<file path="src/rtl/pll_freq_meter.sv">
// pll_freq_meter: counts rising edges of a slow clock derived from the PLL over
// a fixed gate window of the reference clock, reports each window's count and
// overflow, and declares lock after enough consecutive in-tolerance windows.
module pll_freq_meter #(
   parameter int GATE_CYCLES  = 12000,
   parameter int CNT_W        = 16,
   parameter int EXPECTED     = 0,
   parameter int TOL          = 0,
   parameter int LOCK_WINDOWS = 4
) (
   input  logic             clk,
   input  logic             reset,
   input  logic             meas_in,
   input  logic             enable,
   output logic [CNT_W-1:0] count,
   output logic             count_valid,
   output logic             overflow,
   output logic             locked
);

   localparam int                     GATE_W    = $clog2(GATE_CYCLES);
   localparam logic [GATE_W-1:0]      GATE_LAST = GATE_W'(GATE_CYCLES - 1);
   localparam int                     GOOD_W    = $clog2(LOCK_WINDOWS + 1);
   localparam logic [GOOD_W-1:0]      GOOD_MAX  = GOOD_W'(LOCK_WINDOWS);
   localparam logic [CNT_W-1:0]       CNT_MAX   = '1;
   localparam logic signed [CNT_W:0]  EXP_S     = (CNT_W + 1)'(EXPECTED);
   localparam logic [CNT_W:0]         TOL_U     = (CNT_W + 1)'(TOL);

   // Saturating increment of the edge counter.
   function automatic logic [CNT_W-1:0] sat_inc(input logic [CNT_W-1:0] v,
                                                 input logic            inc);
      return (inc && (v != CNT_MAX)) ? v + CNT_W'(1) : v;
   endfunction

   // |cnt - EXPECTED| <= TOL, evaluated one bit wider so the difference never wraps.
   function automatic logic in_tol(input logic [CNT_W-1:0] cnt);
      logic signed [CNT_W:0] diff;
      logic        [CNT_W:0] mag;
      diff = $signed({1'b0, cnt}) - EXP_S;
      mag  = diff[CNT_W] ? $unsigned(-diff) : $unsigned(diff);
      return (mag <= TOL_U);
   endfunction

   logic                  r_s1, r_s2, r_s3;
   logic [GATE_W-1:0]     r_gate;
   logic [CNT_W-1:0]      r_edge_cnt;
   logic                  r_wovf;
   logic [GOOD_W-1:0]     r_good_n;
   logic [CNT_W-1:0]      r_count;
   logic                  r_valid;
   logic                  r_ovf;
   logic                  r_locked;

   logic                  w_edge;
   logic                  w_term;
   logic [CNT_W-1:0]      w_cnt_next;
   logic                  w_ovf_next;
   logic                  w_good;
   logic [GOOD_W-1:0]     w_good_next;

   assign w_edge      = r_s2 & ~r_s3;
   assign w_term      = (r_gate == GATE_LAST);
   assign w_cnt_next  = sat_inc(r_edge_cnt, w_edge);
   assign w_ovf_next  = r_wovf | (w_edge & (r_edge_cnt == CNT_MAX));
   assign w_good      = ~w_ovf_next & in_tol(w_cnt_next);
   assign w_good_next = !w_good               ? '0 :
                        (r_good_n == GOOD_MAX) ? GOOD_MAX :
                                                 r_good_n + GOOD_W'(1);

   // Synchronizer plus edge-detect flop; runs independently of enable.
   always_ff @(posedge clk or posedge reset) begin
      if (reset) begin
         r_s1 <= 1'b0;
         r_s2 <= 1'b0;
         r_s3 <= 1'b0;
      end else begin
         r_s1 <= meas_in;
         r_s2 <= r_s1;
         r_s3 <= r_s2;
      end
   end

   // Gate counter: free-running 0..GATE_CYCLES-1 while enabled, parked at 0 otherwise.
   always_ff @(posedge clk or posedge reset) begin
      if (reset) begin
         r_gate <= '0;
      end else if (!enable || w_term) begin
         r_gate <= '0;
      end else begin
         r_gate <= r_gate + GATE_W'(1);
      end
   end

   // Edge counter and window-overflow flag; cleared at window close so the next window starts at 0.
   always_ff @(posedge clk or posedge reset) begin
      if (reset) begin
         r_edge_cnt <= '0;
         r_wovf     <= 1'b0;
      end else if (!enable || w_term) begin
         r_edge_cnt <= '0;
         r_wovf     <= 1'b0;
      end else begin
         r_edge_cnt <= w_cnt_next;
         r_wovf     <= w_ovf_next;
      end
   end

   // Window result: count/overflow captured at the terminal cycle, including that cycle's edge.
   always_ff @(posedge clk or posedge reset) begin
      if (reset) begin
         r_count <= '0;
         r_ovf   <= 1'b0;
         r_valid <= 1'b0;
      end else begin
         r_valid <= 1'b0;
         if (enable && w_term) begin
            r_count <= w_cnt_next;
            r_ovf   <= w_ovf_next;
            r_valid <= 1'b1;
         end
      end
   end

   // Lock tracker: consecutive good windows, saturating; any bad window or disable restarts it.
   always_ff @(posedge clk or posedge reset) begin
      if (reset) begin
         r_good_n <= '0;
         r_locked <= 1'b0;
      end else if (!enable) begin
         r_good_n <= '0;
         r_locked <= 1'b0;
      end else if (w_term) begin
         r_good_n <= w_good_next;
         r_locked <= (w_good_next == GOOD_MAX);
      end
   end

   assign count       = r_count;
   assign count_valid = r_valid;
   assign overflow    = r_ovf;
   assign locked      = r_locked;

endmodule
</file>
<file path="config.mk">
export PLATFORM = sky130hd
export DESIGN_NAME = pll_freq_meter
export DESIGN_NICKNAME = d
export VERILOG_FILES = /design/src/rtl/pll_freq_meter.sv
export SDC_FILE = /design/constraint.sdc
export NUM_CORES = 1
export LEC_CHECK = 0
export CORE_ASPECT_RATIO = 1.2
export CORE_MARGIN = 4
export CORE_UTILIZATION = 45
export DETAILED_ROUTE_END_ITERATION = 10
export PLACE_DENSITY = 0.61
export SLEW_MARGIN = 20
export SYNTH_ARGS = -nofsm -noshare
export SYNTH_HDL_FRONTEND = slang
export SYNTH_SLANG_ARGS = --single-unit
</file>
<file path="constraint.sdc">
create_clock -name clk -period 4.8 [get_ports clk]
set_clock_uncertainty 0.2 [all_clocks]
set_input_delay 0.48 -clock clk [delete_from_list [all_inputs] [get_ports clk]]
set_output_delay 0.48 -clock clk [all_outputs]
set_load 0.05 [all_outputs]
</file>
==> results summary <==
The count of routing violations after the opening detailed-route iteration is 137. The post-route minimum period came out at 2.74 ns. The final total power came out at between 0.0008 and 0.0009 W. In this run the worst path has a maximum fanout of 7.

Sorting the synthesized cells by area gives the leading types as dfrtp_1, nand2_1, nor2_1. In this run the biggest area consumer among cell types represents about half of the synthesized area. After global routing the overflow that remains totals 0. STA classifies the critical path endpoint as a register. The post-route netlist has roughly 6.3% of its cells at a drive strength greater than 1. The placeable core area came out at about 0.0058 sq mm. The total vias in the final route came out at just over 2,000. The clock reaches the later pin of the worst-skew pair after 0.31 ns.

The fraction of registers with async set or reset after synthesis is 100%. The type of the worst min-delay path is reg -> reg. Setup repair after global routing left no endpoint under its margin.

The number of buffers inserted by post-CTS setup repair came out at 0. The depth of the CTS H-tree came out at 2. The total of warnings raised by yosys came out at 0. The count of buffers inserted at the top-level ports is 22. Once detailed placement completed, the half-perimeter wirelength came to 3.84 mm.

After layout, the worst path uses 57.2% of the clock period. The flow ran to the end, and the final reports show no timing, DRC or antenna violations. Across the whole layout, storage elements account for 0.00140 sq mm.

The critical path is of the reg -> reg type. IR analysis of the VDD net gives a maximum drop of about 0.00016 V. The post-CTS resize count is 0.

The maximum number of pins on one net before global-route repair is 38. The cell depth of the worst flop-to-flop path is 7. The launch instance of the worst register-to-register path is r_edge_cnt[0]$_DFF_PP0_. The number of iterations in the first detailed-routing pass is 4.

The reported leakage power came out at 1.34 nW. The max-cap violation count came out at 0. The number of global-route vias before repair came out at roughly 2,000. The highest-delay cell along the critical path is or4_4. The final estimated routing congestion in global placement is ~0.87. The post-detailed-routing wire length came out at 5.50 mm.

The delay of the slowest cell on the worst path is 0.58 ns. The number of synthesized flops with an enable pin came out at 0. The worst register-to-register path ends at r_good_n[1]$_DFFE_PP0N_. The antenna cell count is 0.

Synthesis produced a netlist whose cell count is 281. STA classifies the critical path startpoint as a register. Timing would allow up to between 300 and 400 MHz.

Power spread over the standard cell area amounts to 265 mW/mm^2. Sequential cells burn 57.4% of the power. The switching fraction of total power is 21.6%. The slew at the pin closest to its max-slew limit is roughly 1 ns. The average footprint of a synthesized cell is 9.75 sq um. The count of filler cells inserted in the layout is 559. For this design, the sink count on the clock tree is 56. Synthesis produced a netlist with a net count of 289.

Setup violations remaining at the end of the flow were counted as 0. In the final design database the tool counted 311 nets. The number of buffers created by CTS came out at 5. After clock tree synthesis, the clock-pin slew on the worst setup and hold paths is 0.10 ns. The first global-routing pass estimated 9.77 mm of wire. For hold timing, the worst endpoint is r_s2$_DFF_PP0_. The number of max-slew violations in the final report came to 0. The die extent in x came out at between 70 and 80 um. The worst endpoint data arrival time is 2.79 ns.

The data required time at the worst endpoint came out at slightly below 5 ns. The number of placement rows came out at 30. Summed over all failing endpoints, the final setup total negative slack is 0 ns. After clock tree synthesis, the flow added hold-fix buffers numbering 0. The overall die height is 93.5 um.

The most common cell in the synthesized netlist is dfrtp_1. Among all flip-flop cells after synthesis, the most frequent one is dfrtp_1. The count of different cell masters after synthesis is 44. The average wire length per cell after detail routing is around 14 um. The internal power summed over all cells is ~0.00066 W. The post-route antenna net violation count is 0. The start point of the worst min-delay path is r_s1$_DFF_PP0_. The number of antenna violations at the first check in global routing is 0.

The area of the multi-input gates is 0.00129 sq mm. Of the total power, the clock network draws 38.9%. After synthesis, the most frequently instantiated cells are dfrtp_1, nand2_1, nor2_1. The flop and latch count out of synthesis came out at 56. The number of remaining DRC errors is 0. The power dissipated by switching net loads is 0.000181 W.

The combinational share of power is about 3.8%. The sequential area share after synthesis is 51.1%. The clock tree root buffer cell is clkbuf_8. The total count of hold-check failures in the final report came to 0. The via density per instance came out at 5.38. The worst hold path cell count is 0. In this run the count of I/O pins placed on the die edge is 23.

Of all cell types, the one taking the most synthesized area is dfrtp_1. TritonCTS built the clock tree. Traced cell by cell, the critical path runs through ha_1, nand3_2, nor3_1, o2111a_1, o221ai_1, or4_4, o21ai_1. The die outline area came out at 0.00741 sq mm. The starting density of the core came out at 47.4%. The worst max-slew margin expressed relative to the limit is between 30% and 40%. The cell area after synthesis is between 0.002 and 0.003 sq mm.

The maximum count of clock buffers along a single path is 2. The layout-stage area growth over the synthesis result came out at 15.3%. The worst setup slack for register-to-register paths is 2.06 ns. The total routing resource utilization after global routing is 16.7%.
-- flip-flops by register name, summed over array words and instances, names as in the netlist --
| register | cells |
|---|---|
| overflow | 1 |
| count_valid | 1 |
| r_s2 | 1 |
| r_good_n | 3 |
| r_gate | 14 |
| count | 16 |
| r_edge_cnt | 16 |
| locked | 1 |
| r_s1 | 1 |
| r_s3 | 1 |
| r_wovf | 1 |
-- cells in the final DEF (no fill, tap or decap), drive strengths merged, types with 2 or more instances in the layout --
cell and n:
nor2 34, nand3 12, o221ai 2, nor3 14
and2 6, o21ai 24, a211oi 3, nor4b 2
and3 7, nor2b 2, a311oi 2, o31ai 3
and4b 3, clkdlybuf4s50 22, and4 7, nand2b 2
ha 4, clkbuf 6, nand4 6, nand2 34
xor2 14, inv 5, dfrtp 56, a31oi 3
or4 3, xnor2 10, a21oi 3
-- kinds of logic (layout without fill, tap and decap cells) --
| logic type | after synthesis | after routing | share of synthesized area, % |
|---|---|---|---|
| AO/OA/AOI/OAI | 47 | 47 | 11.2 |
| AND/OR/NAND/NOR | 136 | 136 | 25.9 |
| multiplexers | 1 | 1 | 0.365 |
| flip-flops | 56 | 56 | 51.1 |
| buffers and inverters | 13 | 36 | 1.92 |
| XOR/XNOR | 24 | 24 | 7.67 |
| adder cells (fa/ha/maj) | 4 | 4 | 1.83 |
-- power by group through the flow --
stage	sequential (W)	clock [W]	combinational, W
3_5_place_dp	0.000490	0	0.0000330
4_1_cts	0.000481	0.000338	0.0000332
5_1_grt	0.000481	0.000358	0.0000370
2_1_floorplan	0.000489	0	0.0000220
3_3_place_gp	0.000489	0	0.0000329
6_report	0.000480	0.000325	0.0000316
-- final cells by class --
type,count,share of cell area [%]
well taps,80,3.17
clock inverters,2,1.23
clock buffers,6,2.61
multi-input cells,212,40.9
repair buffers,23,7.21
inverters,5,0.594
flip-flops and latches,56,44.3
-- routing by layer --
metal  track usage (%)  part of all wire [%]  wire (um)  vias up
met5                 0                     0          0        -
met4              5.73                   1.3         74        0
met3              3.47                   3.5        194        5
met2              26.6                    47       2580       40
met1              22.4                    48       2650      980
li1                  -                     -          -     1042
-- how the worst max path moves through the flow --
| stage | from | to | cells after the start |
|---|---|---|---|
| 3_5_place_dp | r_edge_cnt[0]$_DFF_PP0_ | r_good_n[1]$_DFFE_PP0N_ | 7 |
| 4_1_cts | r_edge_cnt[0]$_DFF_PP0_ | r_good_n[1]$_DFFE_PP0N_ | 7 |
| 2_1_floorplan | r_edge_cnt[0]$_DFF_PP0_ | locked$_DFFE_PP0N_ | 7 |
| 6_report | r_edge_cnt[0]$_DFF_PP0_ | r_good_n[1]$_DFFE_PP0N_ | 7 |
| 3_3_place_gp | enable | r_good_n[0]$_DFFE_PP0N_ | 5 |
| 5_1_grt | r_edge_cnt[0]$_DFF_PP0_ | r_good_n[1]$_DFFE_PP0N_ | 7 |
-- stage by stage --
step	instances	setup WS [ns]	hold WS, ns	util, %	cell area (sq um)
floorplan	281	2.32	0.131	-	2740
global placement	376	1.86	0.136	52.5	3030
detailed placement	376	2.08	0.148	52.6	3040
CTS	384	2.02	0.172	54.7	3160
global route	384	1.84	0.181	54.7	3160
finish	384	2.06	0.164	54.7	3160
-- worst max-delay path: cells and delay by family (launching register included) --
kind | cells | cell delay [ns]
compound gates | 3 | 0.54
fa+ha+maj | 1 | 0.33
flops | 1 | 0.44
simple gates | 3 | 1.16
Power figures use the tool's default switching activity.
==> RTL edit, RTL diff (config.mk and constraints unchanged) <==
Add an input register stage for `meas_in` and `enable`, without a reset; this delays them by one clock.
--- a/src/rtl/pll_freq_meter.sv
+++ b/src/rtl/pll_freq_meter.sv
@@ -26,4 +26,12 @@
    localparam logic signed [CNT_W:0]  EXP_S     = (CNT_W + 1)'(EXPECTED);
    localparam logic [CNT_W:0]         TOL_U     = (CNT_W + 1)'(TOL);
+
+   logic meas_q;
+   logic enable_q;
+
+   always_ff @(posedge clk) begin
+      meas_q   <= meas_in;
+      enable_q <= enable;
+   end
 
    // Saturating increment of the edge counter.
@@ -75,5 +83,5 @@
          r_s3 <= 1'b0;
       end else begin
-         r_s1 <= meas_in;
+         r_s1 <= meas_q;
          r_s2 <= r_s1;
          r_s3 <= r_s2;
@@ -85,5 +93,5 @@
       if (reset) begin
          r_gate <= '0;
-      end else if (!enable || w_term) begin
+      end else if (!enable_q || w_term) begin
          r_gate <= '0;
       end else begin
@@ -97,5 +105,5 @@
          r_edge_cnt <= '0;
          r_wovf     <= 1'b0;
-      end else if (!enable || w_term) begin
+      end else if (!enable_q || w_term) begin
          r_edge_cnt <= '0;
          r_wovf     <= 1'b0;
@@ -114,5 +122,5 @@
       end else begin
          r_valid <= 1'b0;
-         if (enable && w_term) begin
+         if (enable_q && w_term) begin
             r_count <= w_cnt_next;
             r_ovf   <= w_ovf_next;
@@ -127,5 +135,5 @@
          r_good_n <= '0;
          r_locked <= 1'b0;
-      end else if (!enable) begin
+      end else if (!enable_q) begin
          r_good_n <= '0;
          r_locked <= 1'b0;
Behaviour: no difference found for any inputs over 10 cycles, from zero or initial values and one cycle with reset high; that may be too few to reach the edited logic, so the function may still have changed.
==> RTL edit against the original RTL <==
Power increased by 19%; cell count increased by 2.3%; design area grew 3.4%; setup slack worse by 0.099 ns; routed wire length down 3.1%; sequential cell count increased by 2; synthesized area grew 0.41%; count of clock-buffer cells in the layout rose by 8.
==> RTL edit: results (changes against the original RTL) <==
Status
  – Status: complete, no violations

Synthesis
  – Sequential share of the synthesized area: 0.524 (+0.0125)
  – Post-synth top cells: dfrtp_1 (56), nor2_1 (42), nand2_1 (33), o21ai_0 (20)
  – Top post-synthesis cells by area: dfrtp_1 (51%), nor2_1 (5.7%), nand2_1 (4.5%)
  – Synth unique cells: 47 (+6.8%)
  – Async SR Flop Fraction: 0.966 (-0.0345)
  – Ys Warns: 0 (unchanged)
  – Syn_nets: 289 (unchanged)

Clocking
  – Cts repair resizes: 0 (unchanged)
  – Maximum clock insertion buffer count: 2 (unchanged)
  – Clock-pin transition on the worst setup and hold timing paths: 0.07 ns (-0.03 ns)
  – Skew-Pair Late Insertion Delay: 0.34 ns (+0.03 ns)
  – Postcts setup bufs: 0 (unchanged)
  – Root Buffer: clkbuf_8
  – H-tree depth: 3 (+1)
  – CTS Buf Count: 9 (+4)

GRT
  – Largest net degree at the start of global routing: 57 (+50%)
  – Tot GR Track Use: 0.164 (-0.00224)
  – Vias in the first global route: 1,997 (-1.9%)
  – Initial antenna violation count: 0 (unchanged)
  – First-pass GRT wire length: 9390 µm (-3.9%)

Route
  – Final WL: 5330 µm (-3.1%)
  – Violation count after the first detailed-route iteration: 83 (-39%)
  – DR vias/cell: 5.19 (-3.7%)
  – Final ANT Viol Nets: 0 (unchanged)
  – Detailed Routing Iterations Pass 1: 4 (unchanged)

Place
  – IO buf count: 22 (unchanged)
  – Final GP Congestion: 0.848 (-2.0%)
  – Final HPWL DP: 3630 µm (-5.6%)

Critical path
  – Setup crit end: r_good_n[1]
  – Critical Path AT: 2.90 ns (+0.11 ns)
  – FF-to-FF End: r_good_n[1]
  – Worst-path fanout max: 6 (-1)
  – Top cell family by delay on the critical path: simple AND/OR/NAND/NOR gates
  – Slowest stage delay, CP: 0.73 ns (+0.15 ns)
  – Flop2flop setup slack: 1.96 ns (-0.10 ns)
  – Critical path's slowest cell: nor4_1
  – R2r startpoint: r_edge_cnt[0]
  – Worst R2R Path Depth: 8 (+1)
  – Critical path type: reg2reg

STA
  – Headroom to the max-slew limit: 0.447 (+0.115)

Pwr
  – Total power: 0.995 mW (+19%)
  – Net Sw Power: 0.210 mW (+16%)
  – Sequential Power: 0.499 mW (+4%)
  – LEAKAGE: 1.35 nW (+1.4%)
  – Top Consumer: sequential cells
  – VDD IR max: 0.000171 V (+6.4%)
  – Combinational Power Share: 0.030 (-0.008)

Min path
  – Worst hold-check path type: reg2reg
  – HP Start: meas_q
  – Hold EP: r_s1
  – Hold depth: 0 (unchanged)

Cells and area
  – Nets: 316 (+1.6%)
  – Share of layout cells above drive strength 1: 0.0958 (+0.0333)
  – Fill count: 552 (-1.3%)
  – Diodes inserted: 0 (unchanged)
-- RTL edit: changes by cell type in the layout (fill, tap and decap cells not counted), sizes merged, moves of 4 or more --
cell    unedited run  this run
and3               7         1
and4               7         2
clkbuf             6        14
inv                5         9
nand4              6        10
nor2              34        42
nor3              14         6
or3                1         5
xnor2             10        14
-- RTL edit: metal layers --
metal / up-vias / GRT usage / share of wire
li1: 1021 / - / -
met1: 968 / 0.205 / 0.46
met2: 42 / 0.263 / 0.48
met3: 7 / 0.0518 / 0.037
met4: 0 / 0.0688 / 0.017
met5: - / 0 / 0
-- RTL edit: per-stage QoR --
step | std cells | area (µm²) | worst slack, ns | hold WS [ns]
floorplan | 281 | 2750 | 2.58 | 0.116
detailed placement | 377 | 3060 | 1.92 | 0.121
global placement | 377 | 3060 | 2.11 | 0.116
global route | 393 | 3270 | 1.69 | 0.136
CTS | 393 | 3260 | 1.93 | 0.130
finish | 393 | 3270 | 1.96 | 0.127
-- RTL edit: cell families (layout without fill, tap and decap cells) --
group	after synthesis	in the layout	share of synthesized area
simple gates	133	133	0.246
compound gates	36	36	0.0823
buf+inv	18	50	0.0259
mux	4	4	0.0146
xor+xnor	28	28	0.0891
flops	58	58	0.524
fa+ha+maj	4	4	0.0182
-- RTL edit: final cells by class --
type	instances	area (µm²)	area share
tap	80	100	0.0306
sequential	58	1440	0.441
clock buffer	14	173	0.0529
inverter	9	33.8	0.0103
multi-input combinational	205	1240	0.380
timing repair buffer	25	243	0.0743
clock inverter	2	35.0	0.0107
